<file path="src/rtl/jk_mod_counter_pkg.sv">
// jk_mod_counter_pkg: shared direction encodings and width helper for counter tiles
package jk_mod_counter_pkg;
  localparam logic CNT_UP   = 1'b1;
  localparam logic CNT_DOWN = 1'b0;
  function automatic int clog2(input int v);
    int r;
    r = 0;
    while ((1 << r) < v) r++;
    return r;
  endfunction
endpackage

</file>
<file path="src/rtl/jk_mod_counter_if.sv">
// jk_mod_counter_if: control and status bundle of one counter tile
interface jk_mod_counter_if #(parameter int WIDTH = 4);
  logic             count_enable;
  logic             up_down;
  logic             sync_clear;
  logic             load;
  logic [WIDTH-1:0] load_value;
  logic [WIDTH-1:0] Q;
  logic             terminal_count;
  logic             wrap;
  modport master(output count_enable, up_down, sync_clear, load, load_value,
                 input Q, terminal_count, wrap);
  modport slave(input count_enable, up_down, sync_clear, load, load_value,
                output Q, terminal_count, wrap);
endinterface

</file>
<file path="src/rtl/jk_mod_counter_jk_ff.sv">
// jk_ff: JK flip-flop with asynchronous active-low clear
module jk_ff (
  input  logic j,
  input  logic k,
  input  logic clear,
  input  logic clock,
  output logic q,
  output logic qb
);
  // hold, set, reset or toggle on each rising edge
  always_ff @(posedge clock or negedge clear)
    if (!clear) q <= 1'b0;
    else        q <= (j & k) ? ~q : j ? 1'b1 : k ? 1'b0 : q;
  assign qb = ~q;
endmodule

</file>
<file path="src/rtl/jk_mod_counter.sv">
// jk_mod_counter: up/down modulo-N counter tile built from JK flip-flops
module jk_mod_counter
  import jk_mod_counter_pkg::*;
#(
  parameter int WIDTH   = 4,
  parameter int MODULUS = 16
) (
  input logic              clock,
  input logic              clear,
  jk_mod_counter_if.slave  bus
);
  localparam logic [WIDTH-1:0] LP_MAX = WIDTH'(MODULUS - 1);
  localparam logic [WIDTH:0]   LP_MOD = (WIDTH + 1)'(MODULUS);
  localparam logic [WIDTH-1:0] LP_ONE = WIDTH'(1);
  logic [WIDTH-1:0] w_q;
  logic [WIDTH-1:0] w_qb;
  logic [WIDTH-1:0] w_next;
  logic             w_up;
  logic             w_tc;
  logic             r_wrap;
  assign w_up = (bus.up_down == CNT_UP);
  // A wrap happens exactly when this tile is at its terminal value and stepping,
  // so the cascade enable doubles as the next-state of the wrap flop.
  assign w_tc = bus.count_enable & ~bus.sync_clear & ~bus.load &
                (w_up ? (w_q == LP_MAX) : (w_q == '0));
  // next count: clear, then saturating load, then step (out-of-range recovers to 0), else hold
  always_comb
    w_next = bus.sync_clear   ? '0 :
             bus.load         ? (({1'b0, bus.load_value} >= LP_MOD) ? LP_MAX : bus.load_value) :
             bus.count_enable ? ((w_q > LP_MAX) ? '0 :
                                 w_up ? ((w_q == LP_MAX) ? '0 : w_q + LP_ONE) :
                                        ((w_q == '0) ? LP_MAX : w_q - LP_ONE)) :
             w_q;
  for (genvar i = 0; i < WIDTH; i++) begin : g_bit
    jk_ff u_ff (
      .j     (w_next[i] & w_qb[i]),
      .k     (~w_next[i] & w_q[i]),
      .clear (clear),
      .clock (clock),
      .q     (w_q[i]),
      .qb    (w_qb[i])
    );
  end
  // one-cycle wrap pulse aligned with Q showing the wrapped value
  always_ff @(posedge clock or negedge clear)
    if (!clear) r_wrap <= 1'b0;
    else        r_wrap <= w_tc;
  assign bus.Q              = w_q;
  assign bus.terminal_count = w_tc;
  assign bus.wrap           = r_wrap;
endmodule

</file>
<file path="src/flat_wrapper.sv">
// flat-port wrapper written by rule: the top's interface ports become plain ports
module jk_mod_counter_flat import jk_mod_counter_pkg::*;
#(
  parameter int WIDTH   = 4,
  parameter int MODULUS = 16
)
  (clock, clear, bus_count_enable, bus_up_down, bus_sync_clear, bus_load, bus_load_value, bus_Q, bus_terminal_count, bus_wrap);
  jk_mod_counter_if #(.WIDTH(WIDTH)) bus_i ();
  input logic clock;
  input logic clear;
  input wire logic [$bits(bus_i.count_enable)-1:0] bus_count_enable;
  input wire logic [$bits(bus_i.up_down)-1:0] bus_up_down;
  input wire logic [$bits(bus_i.sync_clear)-1:0] bus_sync_clear;
  input wire logic [$bits(bus_i.load)-1:0] bus_load;
  input wire logic [$bits(bus_i.load_value)-1:0] bus_load_value;
  output wire logic [$bits(bus_i.Q)-1:0] bus_Q;
  output wire logic [$bits(bus_i.terminal_count)-1:0] bus_terminal_count;
  output wire logic [$bits(bus_i.wrap)-1:0] bus_wrap;
  assign bus_i.count_enable = bus_count_enable;
  assign bus_i.up_down = bus_up_down;
  assign bus_i.sync_clear = bus_sync_clear;
  assign bus_i.load = bus_load;
  assign bus_i.load_value = bus_load_value;
  assign bus_Q = bus_i.Q;
  assign bus_terminal_count = bus_i.terminal_count;
  assign bus_wrap = bus_i.wrap;
  jk_mod_counter #(.WIDTH(WIDTH), .MODULUS(MODULUS)) u_core (.clock(clock), .clear(clear), .bus(bus_i));
endmodule
</file>
<file path="config.mk">
export PLATFORM = sky130hd
export DESIGN_NAME = jk_mod_counter_flat
export DESIGN_NICKNAME = d
export VERILOG_FILES = /design/src/rtl/jk_mod_counter_pkg.sv /design/src/rtl/jk_mod_counter_if.sv /design/src/rtl/jk_mod_counter_jk_ff.sv /design/src/rtl/jk_mod_counter.sv /design/src/flat_wrapper.sv
export SDC_FILE = /design/constraint.sdc
export NUM_CORES = 1
export LEC_CHECK = 0
export CORE_AREA = 2 2 39 41
export DETAILED_ROUTE_END_ITERATION = 10
export DIE_AREA = 0 0 41 43
export GPL_TIMING_DRIVEN = 0
export PLACE_DENSITY = 0.75
export SLEW_MARGIN = 20
export SYNTH_ARGS = -nofsm -noshare
export SYNTH_HDL_FRONTEND = slang
export SYNTH_SLANG_ARGS = --single-unit
</file>
<file path="constraint.sdc">
create_clock -name clock -period 3.1 [get_ports clock]
set_clock_uncertainty 0.2 [all_clocks]
set_input_delay 0.62 -clock clock [delete_from_list [all_inputs] [get_ports clock]]
set_output_delay 0.62 -clock clock [all_outputs]
set_load 0.01 [all_outputs]
</file>
Word level (Yosys, flattened, before mapping)

Cells that the tools add are included.

Add/subtract/negate cells: 2
$lt $le $gt $ge: 1
Equal/unequal tests: 1
Multiplexer cells: 20
Bitwise gates (word level): 25
Reduce and logical (&&, ||, !) cells: 5

Operators by type and width:

| kind                                                               | count |
|---|---|
| 4-bit two-way mux                                                  | 7 |
| 1-bit AND                                                          | 15 |
| 1-bit two-way mux                                                  | 13 |
| 3-bit nonzero test                                                 | 4 |
| 1-bit NOT                                                          | 10 |
| 4-bit by 1-bit adder with 4-bit output, second input constant      | 1 |
| 4-bit equality test, second input constant                         | 1 |
| 4-bit greater-than comparator, second input constant               | 1 |
| 4-bit zero test                                                    | 1 |
| 4-bit by 1-bit subtractor with 4-bit output, second input constant | 1 |

Flip-flop bits (word level): 5
Input port bits: 10
Output and inout bits: 6
Logic and storage cells: 59

Depth between registers and ports, before layout

Gate-level depths: netlist (run 1).

Word-level depth: 12
Gate-level depth with buffers: 8
Depth with buffers taken out: 8

Modules after synthesis

From an unflattened synthesis (run 1), not the netlist that was laid out.

Cells, all modules: 72
Area, all modules: 549.3 um^2

Modules (own cells, without submodules):

| module         | times used | cells an instance | area each (um^2) | seq. area each (um^2) |
|---|---|---|---|---|
| jk_mod_counter | 1          | 56                | 399.1            | 25.0 |
| jk_ff          | 4          | 4                 | 37.5             | 25.0 |

Least setup slack after synthesis (run 1)

OpenSTA, ideal clock, no wires.

Path type: register -> output
Start point: register u_core.g_bit[0].u_ff.q
End point: output bus_terminal_count
Data arrival time: 1,657 ps
Required time: 2,280 ps
Path slack: 623 ps
Stages on the path, launching flop included: 5
Buffers on the path: 0
Cells stage by stage: dfrtp_1 -> inv_1 -> ha_1 -> or4b_4 -> a2111oi_2

Word-level cells in the longest chain between the ends: 3
Elaborated cells on any way between the ends: 4
Classes of those cells: eq/ne (1); mux (1); bitwise (1); reduce/logical (1)

Ends and longest elaborated chain:

| what                                                   | RTL line                   | source |
|---|---|---|
| start: declaration                                     | jk_mod_counter_jk_ff.sv:7  | `output logic q,` |
| start signal: assignment                               | jk_mod_counter_jk_ff.sv:13 | `else q <= (j & k) ? ~q : j ? 1'b1 : k ? 1'b0 : q;` |
| 4-bit equality test or 4-bit zero test (tied branches) | jk_mod_counter.sv:25       | `(w_up ? (w_q == LP_MAX) : (w_q == '0));` |
| 1-bit two-way mux (*)                                  | jk_mod_counter.sv:25       |  |
| 1-bit AND (*)                                          | jk_mod_counter.sv:24       | `assign w_tc = bus.count_enable & ~bus.sync_clear & ~bus.load &` |
| end: declaration                                       | flat_wrapper.sv:17         | `output wire logic [$bits(bus_i.terminal_count)-1:0] bus_terminal_count;` |

Mark *: on every way between the ends. The rest lies on a longest branch, timed or not.

Final worst setup path (run 1)

Start point: register u_core.g_bit[1].u_ff.q
End point: output bus_terminal_count

Word-level cells in the longest chain between the ends: 3
Elaborated cells on any way between the ends: 4
Classes of those cells: eq/ne (1); mux (1); bitwise (1); reduce/logical (1)

Ends and longest elaborated chain:

| what                                                   | RTL line |
|---|---|
| start: declaration                                     | jk_mod_counter_jk_ff.sv:7 |
| start signal: assignment                               | jk_mod_counter_jk_ff.sv:13 |
| 4-bit equality test or 4-bit zero test (tied branches) | jk_mod_counter.sv:25 |
| 1-bit two-way mux (*)                                  | jk_mod_counter.sv:25 |
| 1-bit AND (*)                                          | jk_mod_counter.sv:24 |

Marks and branches as above.

==> impl_results.md, run 1 <==
- Worst reg2reg path depth: 8
- Clock latency reported for the late side of the worst-skew pair: 0.24 ns
- Global-route wire length before repair: 1573 um
- Status: completed
- Final non-filler cell total: around 90
- Largest fanout on the critical path: 8
- Aggregate routed wire length: 1053 um
- Critical path arrival: 2.07 ns
- Tot GR Track Use: approximately an eighth
- Launching element type of the critical path: flop
- Layout cells sized above 1: 25.00%
- Highest achievable clock rate: around 350 MHz
- Critical Path End Type: output pin
- Max transition margin: 80.47%
- Number of distinct library cell variants in the gate-level netlist after synthesis: 28
- Number of diodes added for antenna fixing: 0
- Async S/R FF share, synth: 100.0%
- Sequential-to-total area share from yosys stat: between 20% and 30%
- Die area: 1763 um2
- Cell chosen for the clock root: clkbuf_4
- Number of port buffers: 14
- Post-Layout Inst Area: 726.9 um2
- Initial core utilization: 38.61%
- Period utilisation layout: between 90% and 100%
- Setup TNS: 0 ns
- PwrDens: approximately 670 nW/um2
- Initial antenna violation count: 0
- Cells after Synth: 54
- Die outline height: 43 um
- Core area: 1384 um2
- Post-Place Worst Slack: -0.4344 ns
- DRC violation count after routing: 0
- Clock tree from TritonCTS: yes
- Layer carrying the most global-route usage: met2
- Type of the most critical hold path: primary input to asynchronous set/reset pin
- Remaining global-route overflow: 0
- Cts hold-fix bufs: 0
- Number of synthesized flops with an enable pin: 0
- Worst hold margin: 0.3962 ns
- Weighted congestion reported at the end of routability-driven placement: 0.8036
- Primary flip-flop cell chosen by synthesis mapping: dfrtp_1
- Placed wire-length estimate: 799 um
- Synth Warn #: 0
- Summed instance area of the synthesized netlist: 534.3 um2
- Synth-to-layout area growth: 36.07%
- First-iteration detailed-routing DRC count: 3
- Final Hold Viols: 0
- DR pass1 iterations: 2
- Placed inst area: 694.4 um2
- Final min period: 2.894 ns
- Number of global-route vias before repair: 366
- Overall via count from detail_route: 443
- Final WS setup: 0.2061 ns
- Reported leakage power: ~0.33 nW
- WL per Instance: ~12 um
- Final-stage net count: 89
- Kind of critical path: flop to output pin
- Clock Pin Slew Worst Setup and Hold Paths: 0.04 ns
- Worst Tran Pin Value: 0.2929 ns
- Width of the die: 41 um
- Worst-case clock buffer depth: 2
- Max VDD drop: 0.4226 mV
- Slack of the worst reg-to-reg path: 0.57 ns
- Met1 track demand over resource: 18.09%
- CTS HTree Levels: 1
- TritonCTS buffer count: 3
- Inst Count DP: 84
- RSZ-0062 raised after global routing: no
- Count of final max-slew check failures: 0
- Met3 Use GR: under 10%
- Count of endpoints failing setup in the final report: 0
- Post-synth net total: 70
- Delay contributed by the slowest stage of the critical path: 0.51 ns
- Total number of clock tree sinks: 5
- Register bit total from synthesis: 5
- Post-synthesis area per instance: 9.894 um2
- Core Rows: 14
- DRT antenna net count: 0
- Worst r2r dst: u_core.g_bit[0].u_ff.q
- Data required time at the worst endpoint: 2.28 ns
- Pin count of the biggest net entering global routing: 10
- Cell-by-cell trace of the critical path: inv_1 > ha_1 > or4b_4 > a2111oi_4 > clkbuf_2
- Launch point of the worst reg-to-reg path: u_core.g_bit[1].u_ff.q
- Critical-path cell with the highest stage delay: or4b_4
- Via-to-Cell Ratio: 5.034
- Met2 track utilization from global routing: 18.44%
- Top-level I/O count: 16
- Max-cap violations: 0
sequential cells by signal, summed over array words and instances (netlist names):
register,cells
u_core.bus.wrap,1
u_core.g_bit.u_ff.q,4
cells in the mapped netlist (all sizes together), types with 2 or more instances:
| cell | n | area [um2] |
|---|---|---|
| inv | 7 | 26.28 |
| or4b | 2 | 23.77 |
| dfrtp | 5 | 125.1 |
| mux2i | 2 | 20.02 |
| nor2 | 2 | 7.510 |
| mux2 | 4 | 45.04 |
| buf | 4 | 30.03 |
| xnor2 | 2 | 17.52 |
| ha | 6 | 75.07 |
| a21oi | 4 | 23.77 |
area by class of cell:
cell class,count,area [um2]
inverters,7,26.28
flip-flops and latches,5,125.1
plain buffers,5,55.05
repair buffers,14,133.9
multi-input cells,37,340.3
well taps,16,20.02
fillers,136,656.9
clock buffers,4,26.28
worst max-delay path by stage:
stage | start | slack (ns) | cells after the start | to
finish | u_core.g_bit[1].u_ff.q | 0.21 | 5 | bus_terminal_count
global route | u_core.g_bit[1].u_ff.q | 0.09 | 5 | bus_terminal_count
CTS | u_core.g_bit[0].u_ff.q | 0.04 | 5 | bus_terminal_count
detailed placement | bus_up_down | -0.43 | 4 | bus_terminal_count
global placement | bus_up_down | -0.44 | 4 | bus_terminal_count
floorplan | u_core.g_bit[0].u_ff.q | 0.62 | 4 | bus_terminal_count
critical path, delay by kind of cell, from the launching register on:
family / cells / cell delay (ns)
flip-flops: 1 / 0.44
AND/OR/NAND/NOR: 1 / 0.51
AO/OA/AOI/OAI: 1 / 0.35
buffers and inverters: 2 / 0.33
adder cells (fa/ha/maj): 1 / 0.20
through the flow:
stage	util [%]	power [mW]
floorplan	-	0.3190
global placement	50.18	0.4017
detailed placement	50.18	0.4094
CTS	52.80	0.4905
global route	52.53	0.5308
finish	52.53	0.4873
where the power goes:
group,internal [mW],total (mW),switching (mW)
Sequential,0.0861,0.127,0.0406
Clock,0.0487,0.0753,0.0267
Combinational,0.172,0.285,0.113
Total,0.307,0.487,0.180
placed cells by master, fill, tap and decap left out, drive strengths merged, types with 2 or more instances in the layout:
cell type,instances
clkdlybuf4s50,12
inv,7
ha,6
clkbuf,6
dfrtp,5
mux2,4
buf,4
a21oi,4
mux2i,2
nor2,2
xnor2,2
or4b,2
cell families after synthesis:
kind of cell	Yosys count	share of synthesized area [%]
adder cells (fa/ha/maj)	6	14.05
buffers and inverters	12	15.22
AND/OR/NAND/NOR	10	12.65
AO/OA/AOI/OAI	13	19.20
flip-flops	5	23.42
multiplexers	6	12.18
XOR/XNOR	2	3.279
repair_timing:
item	CTS	global route
gates resized for setup	3	3
buffers inserted	0	0
endpoints found under the setup margin	1	1
metal layers:
layer,vias up,part of all wire (%)
met5,-,0
met4,0,0
met3,0,3.6
met2,9,48
met1,203,48
li1,231,-
(Power assumes the default switching activity.)
==> run 2: changes to the inputs <==
--- a/config.mk
+++ b/config.mk
@@ -14,3 +14,4 @@
 export SYNTH_ARGS = -nofsm -noshare
 export SYNTH_HDL_FRONTEND = slang
 export SYNTH_SLANG_ARGS = --single-unit
+export TNS_END_PERCENT = 30
==> results of run 2 <==
No change in the layout: final DEF, timing and power equal those of run 1.
==> run 3: changes to the inputs <==
--- a/config.mk
+++ b/config.mk
@@ -9,6 +9,7 @@
 export DETAILED_ROUTE_END_ITERATION = 10
 export DIE_AREA = 0 0 41 43
 export GPL_TIMING_DRIVEN = 0
+export HOLD_SLACK_MARGIN = 0.08
 export PLACE_DENSITY = 0.75
 export SLEW_MARGIN = 20
 export SYNTH_ARGS = -nofsm -noshare
==> results of run 3 <==
No change in the layout: final DEF, timing and power equal those of run 1.
